**config.mk**
```make
export PLATFORM = sky130hd
export DESIGN_NAME = bus_arbiter_flat
export DESIGN_NICKNAME = d
export VERILOG_FILES = /design/src/rtl/bus_arbiter_pkg.sv /design/src/rtl/bus_arbiter_if.sv /design/src/rtl/arb_grant.sv /design/src/rtl/bus_arbiter.sv /design/src/flat_wrapper.sv
export SDC_FILE = /design/constraint.sdc
export NUM_CORES = 1
export LEC_CHECK = 0
export CAP_MARGIN = 20
export CORE_AREA = 2 2 85 168
export CTS_BUF_LIST = sky130_fd_sc_hd__clkbuf_8
export CTS_CLUSTER_DIAMETER = 30
export DETAILED_ROUTE_END_ITERATION = 6
export DIE_AREA = 0 0 87 170
export PLACE_DENSITY_LB_ADDON = 0.1
export SYNTH_ARGS = -nofsm -noshare
export SYNTH_HDL_FRONTEND = slang
export SYNTH_HIERARCHICAL = 1
export SYNTH_SLANG_ARGS = --single-unit
export TNS_END_PERCENT = 100
```
**constraint.sdc**
```tcl
create_clock -name clk -period 4.9 [get_ports clk]
set_clock_uncertainty 0.1 [all_clocks]
set_input_delay 0.98 -clock clk [delete_from_list [all_inputs] [get_ports clk]]
set_output_delay 0.98 -clock clk [all_outputs]
set_load 0.01 [all_outputs]
```
**src/rtl/bus_arbiter_pkg.sv**
```systemverilog
// Shared definitions for the single-port memory arbiter: FSM states, grant
// encoding, stall vectors and wait-counter width.
package bus_arbiter_pkg;

   localparam int CNT_W = 4;

   typedef enum logic [1:0] {
      IDLE = 2'd0,
      BUSY = 2'd1,
      DONE = 2'd2
   } state_e;

   typedef enum logic {
      GNT_IF  = 1'b0,
      GNT_MEM = 1'b1
   } grant_e;

   localparam logic [5:0] STALL_NONE = 6'b000000;
   localparam logic [5:0] STALL_IF   = 6'b000011;
   localparam logic [5:0] STALL_MEM  = 6'b011111;

endpackage

```
**src/rtl/bus_arbiter_if.sv**
```systemverilog
// Requester, memory-bus and stall signals of the arbiter. The slave modport
// is the arbiter's view; master is the environment driving it.
interface bus_arbiter_if;

   logic        if_req;
   logic [31:0] if_addr;
   logic [31:0] if_rdata;
   logic        if_ack;

   logic        mem_req;
   logic        mem_we;
   logic [31:0] mem_addr;
   logic [31:0] mem_wdata;
   logic [3:0]  mem_sel;
   logic [31:0] mem_rdata;
   logic        mem_ack;

   logic        bus_ce;
   logic        bus_we;
   logic [31:0] bus_addr;
   logic [31:0] bus_wdata;
   logic [3:0]  bus_sel;
   logic [31:0] bus_rdata;

   logic [5:0]  stall_o;

   modport slave (
      input  if_req, if_addr, mem_req, mem_we, mem_addr, mem_wdata, mem_sel, bus_rdata,
      output if_rdata, if_ack, mem_rdata, mem_ack,
      output bus_ce, bus_we, bus_addr, bus_wdata, bus_sel, stall_o
   );

   modport master (
      output if_req, if_addr, mem_req, mem_we, mem_addr, mem_wdata, mem_sel, bus_rdata,
      input  if_rdata, if_ack, mem_rdata, mem_ack,
      input  bus_ce, bus_we, bus_addr, bus_wdata, bus_sel, stall_o
   );

endinterface

```
**src/rtl/arb_grant.sv**
```systemverilog
// Grant decision between instruction and data requesters.
// ARB_ROUND_ROBIN_EN: alternate on conflicts using the last grant; otherwise data wins.
module arb_grant
   import bus_arbiter_pkg::*;
(
   input  logic   if_req,
   input  logic   mem_req,
`ifdef ARB_ROUND_ROBIN_EN
   input  grant_e last_grant,
`endif
   output grant_e grant
);

   always_comb begin
      grant = GNT_MEM;
`ifdef ARB_ROUND_ROBIN_EN
      if (mem_req && if_req)
         grant = (last_grant == GNT_MEM) ? GNT_IF : GNT_MEM;
      else if (mem_req)
         grant = GNT_MEM;
      else if (if_req)
         grant = GNT_IF;
`else
      if (mem_req)
         grant = GNT_MEM;
      else if (if_req)
         grant = GNT_IF;
`endif
   end

endmodule

```
**src/rtl/bus_arbiter.sv**
```systemverilog
// Arbitrates one single-port memory between fetch and data requesters.
// ARB_ROUND_ROBIN_EN selects alternating grants on conflicts (default: data priority).
//
//   state | meaning
//   IDLE  | waiting for a request; latch winner and its operands
//   BUSY  | bus_ce high, counting down WAIT_CYCLES; capture read data on last cycle
//   DONE  | one-cycle ack pulse to the granted side
module bus_arbiter
   import bus_arbiter_pkg::*;
#(
   parameter int WAIT_CYCLES = 1
)(
   input  logic clk,
   input  logic rst,
   bus_arbiter_if.slave bif
);

   state_e            state_q,     state_d;
   logic [CNT_W-1:0]  cnt_q,       cnt_d;
   grant_e            grant_q,     grant_d;
   logic              bus_ce_q,    bus_ce_d;
   logic              bus_we_q,    bus_we_d;
   logic [31:0]       bus_addr_q,  bus_addr_d;
   logic [31:0]       bus_wdata_q, bus_wdata_d;
   logic [3:0]        bus_sel_q,   bus_sel_d;
   logic              if_ack_q,    if_ack_d;
   logic              mem_ack_q,   mem_ack_d;
   logic [31:0]       if_rdata_q,  if_rdata_d;
   logic [31:0]       mem_rdata_q, mem_rdata_d;
   grant_e            new_grant;
   logic              mem_pend, if_pend;
   logic [5:0]        stall;

`ifdef ARB_ROUND_ROBIN_EN
   grant_e            last_grant_q, last_grant_d;
`endif

   arb_grant u_arb_grant (
      .if_req     (bif.if_req),
      .mem_req    (bif.mem_req),
`ifdef ARB_ROUND_ROBIN_EN
      .last_grant (last_grant_q),
`endif
      .grant      (new_grant)
   );

   always_comb begin
      state_d     = state_q;
      cnt_d       = cnt_q;
      grant_d     = grant_q;
      bus_ce_d    = bus_ce_q;
      bus_we_d    = bus_we_q;
      bus_addr_d  = bus_addr_q;
      bus_wdata_d = bus_wdata_q;
      bus_sel_d   = bus_sel_q;
      if_ack_d    = 1'b0;
      mem_ack_d   = 1'b0;
      if_rdata_d  = if_rdata_q;
      mem_rdata_d = mem_rdata_q;
`ifdef ARB_ROUND_ROBIN_EN
      last_grant_d = last_grant_q;
`endif
      case (state_q)
         IDLE: begin
            if (bif.if_req || bif.mem_req) begin
               state_d  = BUSY;
               cnt_d    = CNT_W'(WAIT_CYCLES);
               grant_d  = new_grant;
               bus_ce_d = 1'b1;
`ifdef ARB_ROUND_ROBIN_EN
               last_grant_d = new_grant;
`endif
               if (new_grant == GNT_MEM) begin
                  bus_we_d    = bif.mem_we;
                  bus_addr_d  = bif.mem_addr;
                  bus_wdata_d = bif.mem_wdata;
                  bus_sel_d   = bif.mem_sel;
               end else begin
                  bus_we_d    = 1'b0;
                  bus_addr_d  = bif.if_addr;
                  bus_wdata_d = '0;
                  bus_sel_d   = 4'hF;
               end
            end
         end
         BUSY: begin
            cnt_d = cnt_q - CNT_W'(1);
            if (cnt_q <= CNT_W'(1)) begin
               state_d  = DONE;
               bus_ce_d = 1'b0;
               bus_we_d = 1'b0;
               if (grant_q == GNT_MEM) begin
                  mem_ack_d = 1'b1;
                  // writes leave the data-side read register untouched
                  if (!bus_we_q)
                     mem_rdata_d = bif.bus_rdata;
               end else begin
                  if_ack_d   = 1'b1;
                  if_rdata_d = bif.bus_rdata;
               end
            end
         end
         DONE:    state_d = IDLE;
         default: state_d = IDLE;
      endcase
   end

   always_ff @(posedge clk) begin
      if (rst) begin
         state_q     <= IDLE;
         cnt_q       <= '0;
         grant_q     <= GNT_MEM;
         bus_ce_q    <= 1'b0;
         bus_we_q    <= 1'b0;
         bus_addr_q  <= '0;
         bus_wdata_q <= '0;
         bus_sel_q   <= '0;
         if_ack_q    <= 1'b0;
         mem_ack_q   <= 1'b0;
         if_rdata_q  <= '0;
         mem_rdata_q <= '0;
`ifdef ARB_ROUND_ROBIN_EN
         last_grant_q <= GNT_IF;
`endif
      end else begin
         state_q     <= state_d;
         cnt_q       <= cnt_d;
         grant_q     <= grant_d;
         bus_ce_q    <= bus_ce_d;
         bus_we_q    <= bus_we_d;
         bus_addr_q  <= bus_addr_d;
         bus_wdata_q <= bus_wdata_d;
         bus_sel_q   <= bus_sel_d;
         if_ack_q    <= if_ack_d;
         mem_ack_q   <= mem_ack_d;
         if_rdata_q  <= if_rdata_d;
         mem_rdata_q <= mem_rdata_d;
`ifdef ARB_ROUND_ROBIN_EN
         last_grant_q <= last_grant_d;
`endif
      end
   end

   // an in-flight transfer stays pending even if its requester dropped req early
   always_comb begin
      mem_pend = bif.mem_req || (state_q == BUSY && grant_q == GNT_MEM);
      if_pend  = bif.if_req  || (state_q == BUSY && grant_q == GNT_IF);
      stall    = STALL_NONE;
      if (rst)
         stall = STALL_NONE;
      else if (mem_pend && !mem_ack_q)
         stall = STALL_MEM;
      else if (if_pend && !if_ack_q)
         stall = STALL_IF;
   end

   assign bif.bus_ce    = bus_ce_q;
   assign bif.bus_we    = bus_we_q;
   assign bif.bus_addr  = bus_addr_q;
   assign bif.bus_wdata = bus_wdata_q;
   assign bif.bus_sel   = bus_sel_q;
   assign bif.if_ack    = if_ack_q;
   assign bif.mem_ack   = mem_ack_q;
   assign bif.if_rdata  = if_rdata_q;
   assign bif.mem_rdata = mem_rdata_q;
   assign bif.stall_o   = stall;

endmodule

```
**src/flat_wrapper.sv**
```systemverilog
// flat-port wrapper written by rule: the top's interface ports become plain ports
module bus_arbiter_flat import bus_arbiter_pkg::*;
#(
   parameter int WAIT_CYCLES = 1
)
  (clk, rst, bif_if_req, bif_if_addr, bif_mem_req, bif_mem_we, bif_mem_addr, bif_mem_wdata, bif_mem_sel, bif_bus_rdata, bif_if_rdata, bif_if_ack, bif_mem_rdata, bif_mem_ack, bif_bus_ce, bif_bus_we, bif_bus_addr, bif_bus_wdata, bif_bus_sel, bif_stall_o);
  bus_arbiter_if bif_i ();
  input  logic clk;
  input  logic rst;
  input wire logic [$bits(bif_i.if_req)-1:0] bif_if_req;
  input wire logic [$bits(bif_i.if_addr)-1:0] bif_if_addr;
  input wire logic [$bits(bif_i.mem_req)-1:0] bif_mem_req;
  input wire logic [$bits(bif_i.mem_we)-1:0] bif_mem_we;
  input wire logic [$bits(bif_i.mem_addr)-1:0] bif_mem_addr;
  input wire logic [$bits(bif_i.mem_wdata)-1:0] bif_mem_wdata;
  input wire logic [$bits(bif_i.mem_sel)-1:0] bif_mem_sel;
  input wire logic [$bits(bif_i.bus_rdata)-1:0] bif_bus_rdata;
  output wire logic [$bits(bif_i.if_rdata)-1:0] bif_if_rdata;
  output wire logic [$bits(bif_i.if_ack)-1:0] bif_if_ack;
  output wire logic [$bits(bif_i.mem_rdata)-1:0] bif_mem_rdata;
  output wire logic [$bits(bif_i.mem_ack)-1:0] bif_mem_ack;
  output wire logic [$bits(bif_i.bus_ce)-1:0] bif_bus_ce;
  output wire logic [$bits(bif_i.bus_we)-1:0] bif_bus_we;
  output wire logic [$bits(bif_i.bus_addr)-1:0] bif_bus_addr;
  output wire logic [$bits(bif_i.bus_wdata)-1:0] bif_bus_wdata;
  output wire logic [$bits(bif_i.bus_sel)-1:0] bif_bus_sel;
  output wire logic [$bits(bif_i.stall_o)-1:0] bif_stall_o;
  assign bif_i.if_req = bif_if_req;
  assign bif_i.if_addr = bif_if_addr;
  assign bif_i.mem_req = bif_mem_req;
  assign bif_i.mem_we = bif_mem_we;
  assign bif_i.mem_addr = bif_mem_addr;
  assign bif_i.mem_wdata = bif_mem_wdata;
  assign bif_i.mem_sel = bif_mem_sel;
  assign bif_i.bus_rdata = bif_bus_rdata;
  assign bif_if_rdata = bif_i.if_rdata;
  assign bif_if_ack = bif_i.if_ack;
  assign bif_mem_rdata = bif_i.mem_rdata;
  assign bif_mem_ack = bif_i.mem_ack;
  assign bif_bus_ce = bif_i.bus_ce;
  assign bif_bus_we = bif_i.bus_we;
  assign bif_bus_addr = bif_i.bus_addr;
  assign bif_bus_wdata = bif_i.bus_wdata;
  assign bif_bus_sel = bif_i.bus_sel;
  assign bif_stall_o = bif_i.stall_o;
  bus_arbiter #(.WAIT_CYCLES(WAIT_CYCLES)) u_core (.clk(clk), .rst(rst), .bif(bif_i));
endmodule
```
==> PnR_summary.wiki <==
{| class="wikitable"
! Metric !! Value
|-
| Result of the run || finished clean
|-
| Cell taking the most area after synthesis || sky130_fd_sc_hd__dfxtp_1
|-
| Maximum clock frequency || approximately 0.27 GHz
|-
| Predominant post-synthesis flop cell || sky130_fd_sc_hd__dfxtp_1
|-
| Die Width || a little under 90 um
|-
| Clock Pin Slew Worst Setup and Hold Paths || ~0.07 ns
|-
| P&R area growth vs syn || 52.90%
|-
| Clock tree from TritonCTS || done
|-
| Remaining design rule violation count || 0
|-
| Setup repair after global routing missed its margin || no
|-
| Cell mode on critical path || sky130_fd_sc_hd__clkdlybuf4s50_1
|-
| Worst Setup Start Kind || primary input
|-
| Cell at the slowest stage of the critical path || sky130_fd_sc_hd__clkdlybuf4s50_1
|-
| Type of the worst min-delay path || reg -> reg
|-
| Total leakage power || ~0.0036 uW
|-
| Number of buffers added for setup after CTS || 0
|-
| Minimum period implied by the final worst setup slack || 3.739 ns
|-
| # IOs || 279
|-
| Total power per unit cell area || around 360 nW/um^2
|-
| Largest net degree at the start of global routing || 134
|-
| # rows || 60
|-
| Estimated wirelength of the detail-placed design || between 10,000 and 15,000 um
|-
| Endpoints failing hold || 0
|-
| Worst setup path startpoint || bif_mem_req
|-
| Reg2Reg Launch Point || u_core/cnt_q[0]$_SDFFE_PP0P_
|-
| Synth area leaders || sky130_fd_sc_hd__dfxtp_1, sky130_fd_sc_hd__mux2i_1, sky130_fd_sc_hd__nand2b_1
|-
| Buffers and inverters on the worst path || 2
|-
| Total vias in the final route || between 5,000 and 6,000
|-
| Later-pin clock latency in the skew report || ~0.42 ns
|-
| Area share of the leading cell type in the synthesized netlist || 0.4728
|-
| Sequential element share of the synthesized area || 0.4728
|-
| Simple logic cell fraction of the synthesized area || 0.1651
|-
| Final count of negative-setup-slack endpoints || 0
|-
| Number of slew-limit violations in the final report || 0
|-
| Hold Buf Count CTS || 0
|-
| Arrival time reported for the critical path endpoint || around 2.7 ns
|-
| Number of antenna violations at the first check in global routing || 0
|-
| Post-route worst hold slack || between 0.3 and 0.4 ns
|-
| Vias in the first global route || ~5,700
|-
| Max H-tree Level || 4
|-
| Worst setup path endpoint || bif_stall_o[0]
|-
| Dominant combinational cell family by area after synthesis || simple AND/OR/NAND/NOR gates
|-
| Worst R2R Setup Slack || roughly 2.7 ns
|-
| Gpl congestion || between 0.7 and 0.8
|-
| Adder and majority gate portion of the synthesized area || 0.004133
|-
| CTS Sinks || roughly 140
|-
| Share of synthesized area spent on multiplexers || 0.1606
|-
| Synthesized netlist net count || about 770
|-
| Final non-filler cell total || 1,032
|-
| Detailed Route Iter0 Violations || 215
|-
| Count of flip-flops with a built-in enable after synthesis || 0
|-
| Total of warnings raised by yosys || 6
|-
| Ratio of cells with drive above 1 in the final layout || 0.05359
|-
| Placed Cells || ~1,000
|-
| Stages on the worst setup path || 4
|-
| Most numerous cell in the Yosys netlist || sky130_fd_sc_hd__dfxtp_1
|-
| Post-Synthesis Mean Instance Area || about 9.7 sq um
|-
| Post-route total power || around 3300 uW
|-
| CP delay by family, top || buffers and inverters
|-
| Critical setup path kind || in -> out
|-
| Area inside the core boundary || about 13,000 sq um
|-
| Worst Max-Slew Pin Slew || 1.030 ns
|-
| Worst EP required || approximately 3.8 ns
|-
| Antenna Violating Nets Remaining || 0
|-
| DRT Pass-1 Iters || 5
|-
| Buffers added on ports || 277
|-
| Total congestion overflow || 0
|-
| Number of buffers created by CTS || 17
|-
| Delay of the slowest critical-path stage || just over 0.6 ns
|-
| First-pass GRT wire length || 27,580 um
|-
| Die area || approximately 15,000 sq um
|-
| Flip-flop and latch count after synthesis || roughly 140
|-
| Resized Gates After CTS || 0
|-
| Synth top cells by count || sky130_fd_sc_hd__dfxtp_1, sky130_fd_sc_hd__nand2b_1, sky130_fd_sc_hd__mux2i_1
|-
| Floorplan die height || 170 um
|-
| Final sum of negative setup slack || 0 ns
|-
| Fin nets || roughly 1,000
|-
| Synthesized-area fraction occupied by ao, oa, aoi and oai cells || 0.1422
|-
| Deepest clock path buffer count || 2
|-
| Starting density of the core || 0.4506
|-
| Relative slew slack || 0.3133
|-
| RR Endpoint || u_core/bif.mem_rdata[17]$_SDFFE_PP0P_
|-
| Detail-routed net length per standard cell || 17.18 um
|-
| Worst r2r path cells || 5
|-
| Worst path cell trace || clkdlybuf4s50_1 > a21oi_1 > o32ai_1 > clkdlybuf4s50_1
|-
| Cell count after synthesis || between 600 and 700
|-
| Post-Syn Area || between 6000 and 7000 sq um
|-
| Total routing resource utilization after global routing || 0.2359
|-
| Clock root buffer || sky130_fd_sc_hd__clkbuf_8
|-
| IR Drop Worst-Case VDD || 0.0002427 V
|-
| Fraction of registers with async set or reset after synthesis || 0
|-
| Vias per inst || about 5.4
|-
| Highest net fanout along the worst path || 5
|-
| Count of max-cap constraint violations || 0
|-
| Inserted Diodes || 0
|-
| Final Cycle Share || 0.7631
|-
| Count of distinct cell types in the synthesized netlist || 38
|-
| Xor and xnor area share after synthesis || 0.001447
|-
| Routed WL || between 15,000 and 20,000 um
|-
| Category of the worst setup path capture point || output port
|}
## stage by stage
stage               instance area, sq um  setup WS (ns)    util
floorplan                           6055          1.480       -
global placement                    8796          1.190  0.6546
detailed placement                  8796          1.192  0.6546
CTS                                 9258          1.188  0.6889
global route                        9258          1.139  0.6889
finish                              9258          1.161  0.6889
## layout make-up
| cell class | instances | area, sq um |
|---|---|---|
| Clock buffer | 18 | 247.7 |
| Clock inverter | 14 | 214.0 |
| Fill cell | 1081 | 4180 |
| Inverter | 7 | 26.28 |
| Multi-Input combinational cell | 411 | 2890 |
| Sequential cell | 143 | 2863 |
| Tap cell | 155 | 193.9 |
| Timing Repair Buffer | 284 | 2823 |
## cells in the final DEF, fill, tap and decap left out, types with 3 or more instances in the layout
cell and count:
sky130_fd_sc_hd__a211oi_1 32, sky130_fd_sc_hd__a21oi_1 73, sky130_fd_sc_hd__a311oi_1 4, sky130_fd_sc_hd__buf_4 8
sky130_fd_sc_hd__bufinv_16 5, sky130_fd_sc_hd__clkbuf_8 18, sky130_fd_sc_hd__clkdlybuf4s50_1 276, sky130_fd_sc_hd__dfxtp_1 143
sky130_fd_sc_hd__inv_1 9, sky130_fd_sc_hd__inv_6 3, sky130_fd_sc_hd__mux2i_1 96, sky130_fd_sc_hd__nand2b_1 99
sky130_fd_sc_hd__nand4_1 32, sky130_fd_sc_hd__nor2_1 5, sky130_fd_sc_hd__nor3_1 6, sky130_fd_sc_hd__o21ai_0 3
sky130_fd_sc_hd__o21ai_1 30
## flip-flops by register name (all words and copies together) (netlist names)
name / cells
u_core/state_q: 2
u_core/bif.if_ack: 1
u_core/bif.bus_sel: 4
u_core/grant_q: 1
u_core/bif.bus_addr: 32
u_core/bif.mem_rdata: 32
u_core/bif.bus_wdata: 32
u_core/bif.mem_ack: 1
u_core/cnt_q: 4
u_core/bif.if_rdata: 32
u_core/bif.bus_we: 1
u_core/bif.bus_ce: 1
## worst min-delay path, cell delays in order, from the launching register on
cell	delay (ns)
sky130_fd_sc_hd__dfxtp_1	0.32
sky130_fd_sc_hd__nand2b_1	0.06
sky130_fd_sc_hd__mux2i_1	0.05
## layer usage
metal,vias up,wire length [um],track usage,part of all wire
met1,2641,6371,0.2428,0.36
met4,0,495,0.1067,0.028
li1,2685,-,-,-
met5,-,0,0,0
met3,26,1173,0.07129,0.066
met2,196,9690,0.4258,0.55
## worst min-delay path by stage
stage | startpoint | slack, ns | endpoint | depth (start not counted)
2_1_floorplan | u_core/cnt_q[1]$_SDFFE_PP0P_ | 0.39 | u_core/cnt_q[1]$_SDFFE_PP0P_ | 2
3_3_place_gp | u_core/bif.if_rdata[18]$_SDFFE_PP0P_ | 0.36 | u_core/bif.if_rdata[18]$_SDFFE_PP0P_ | 2
3_5_place_dp | u_core/bif.if_rdata[0]$_SDFFE_PP0P_ | 0.36 | u_core/bif.if_rdata[0]$_SDFFE_PP0P_ | 2
4_1_cts | u_core/bif.if_rdata[0]$_SDFFE_PP0P_ | 0.38 | u_core/bif.if_rdata[0]$_SDFFE_PP0P_ | 2
5_1_grt | u_core/bif.if_rdata[0]$_SDFFE_PP0P_ | 0.39 | u_core/bif.if_rdata[0]$_SDFFE_PP0P_ | 2
6_report | u_core/bif.if_rdata[11]$_SDFFE_PP0P_ | 0.38 | u_core/bif.if_rdata[11]$_SDFFE_PP0P_ | 2
## where the power goes
group	internal, uW	switching [uW]	leakage [uW]
Combinational	473	423	0.00220
Clock	622	457	0.000237
Sequential	1290	75.2	0.00117
## kinds of logic after synthesis
kind of cell    count (synthesis)
flops                         143
buf+inv                        72
other cells                     1
compound gates                149
xor+xnor                        1
mux                            97
fa+ha+maj                       2
simple gates                  161
(Power assumes the default switching activity.)
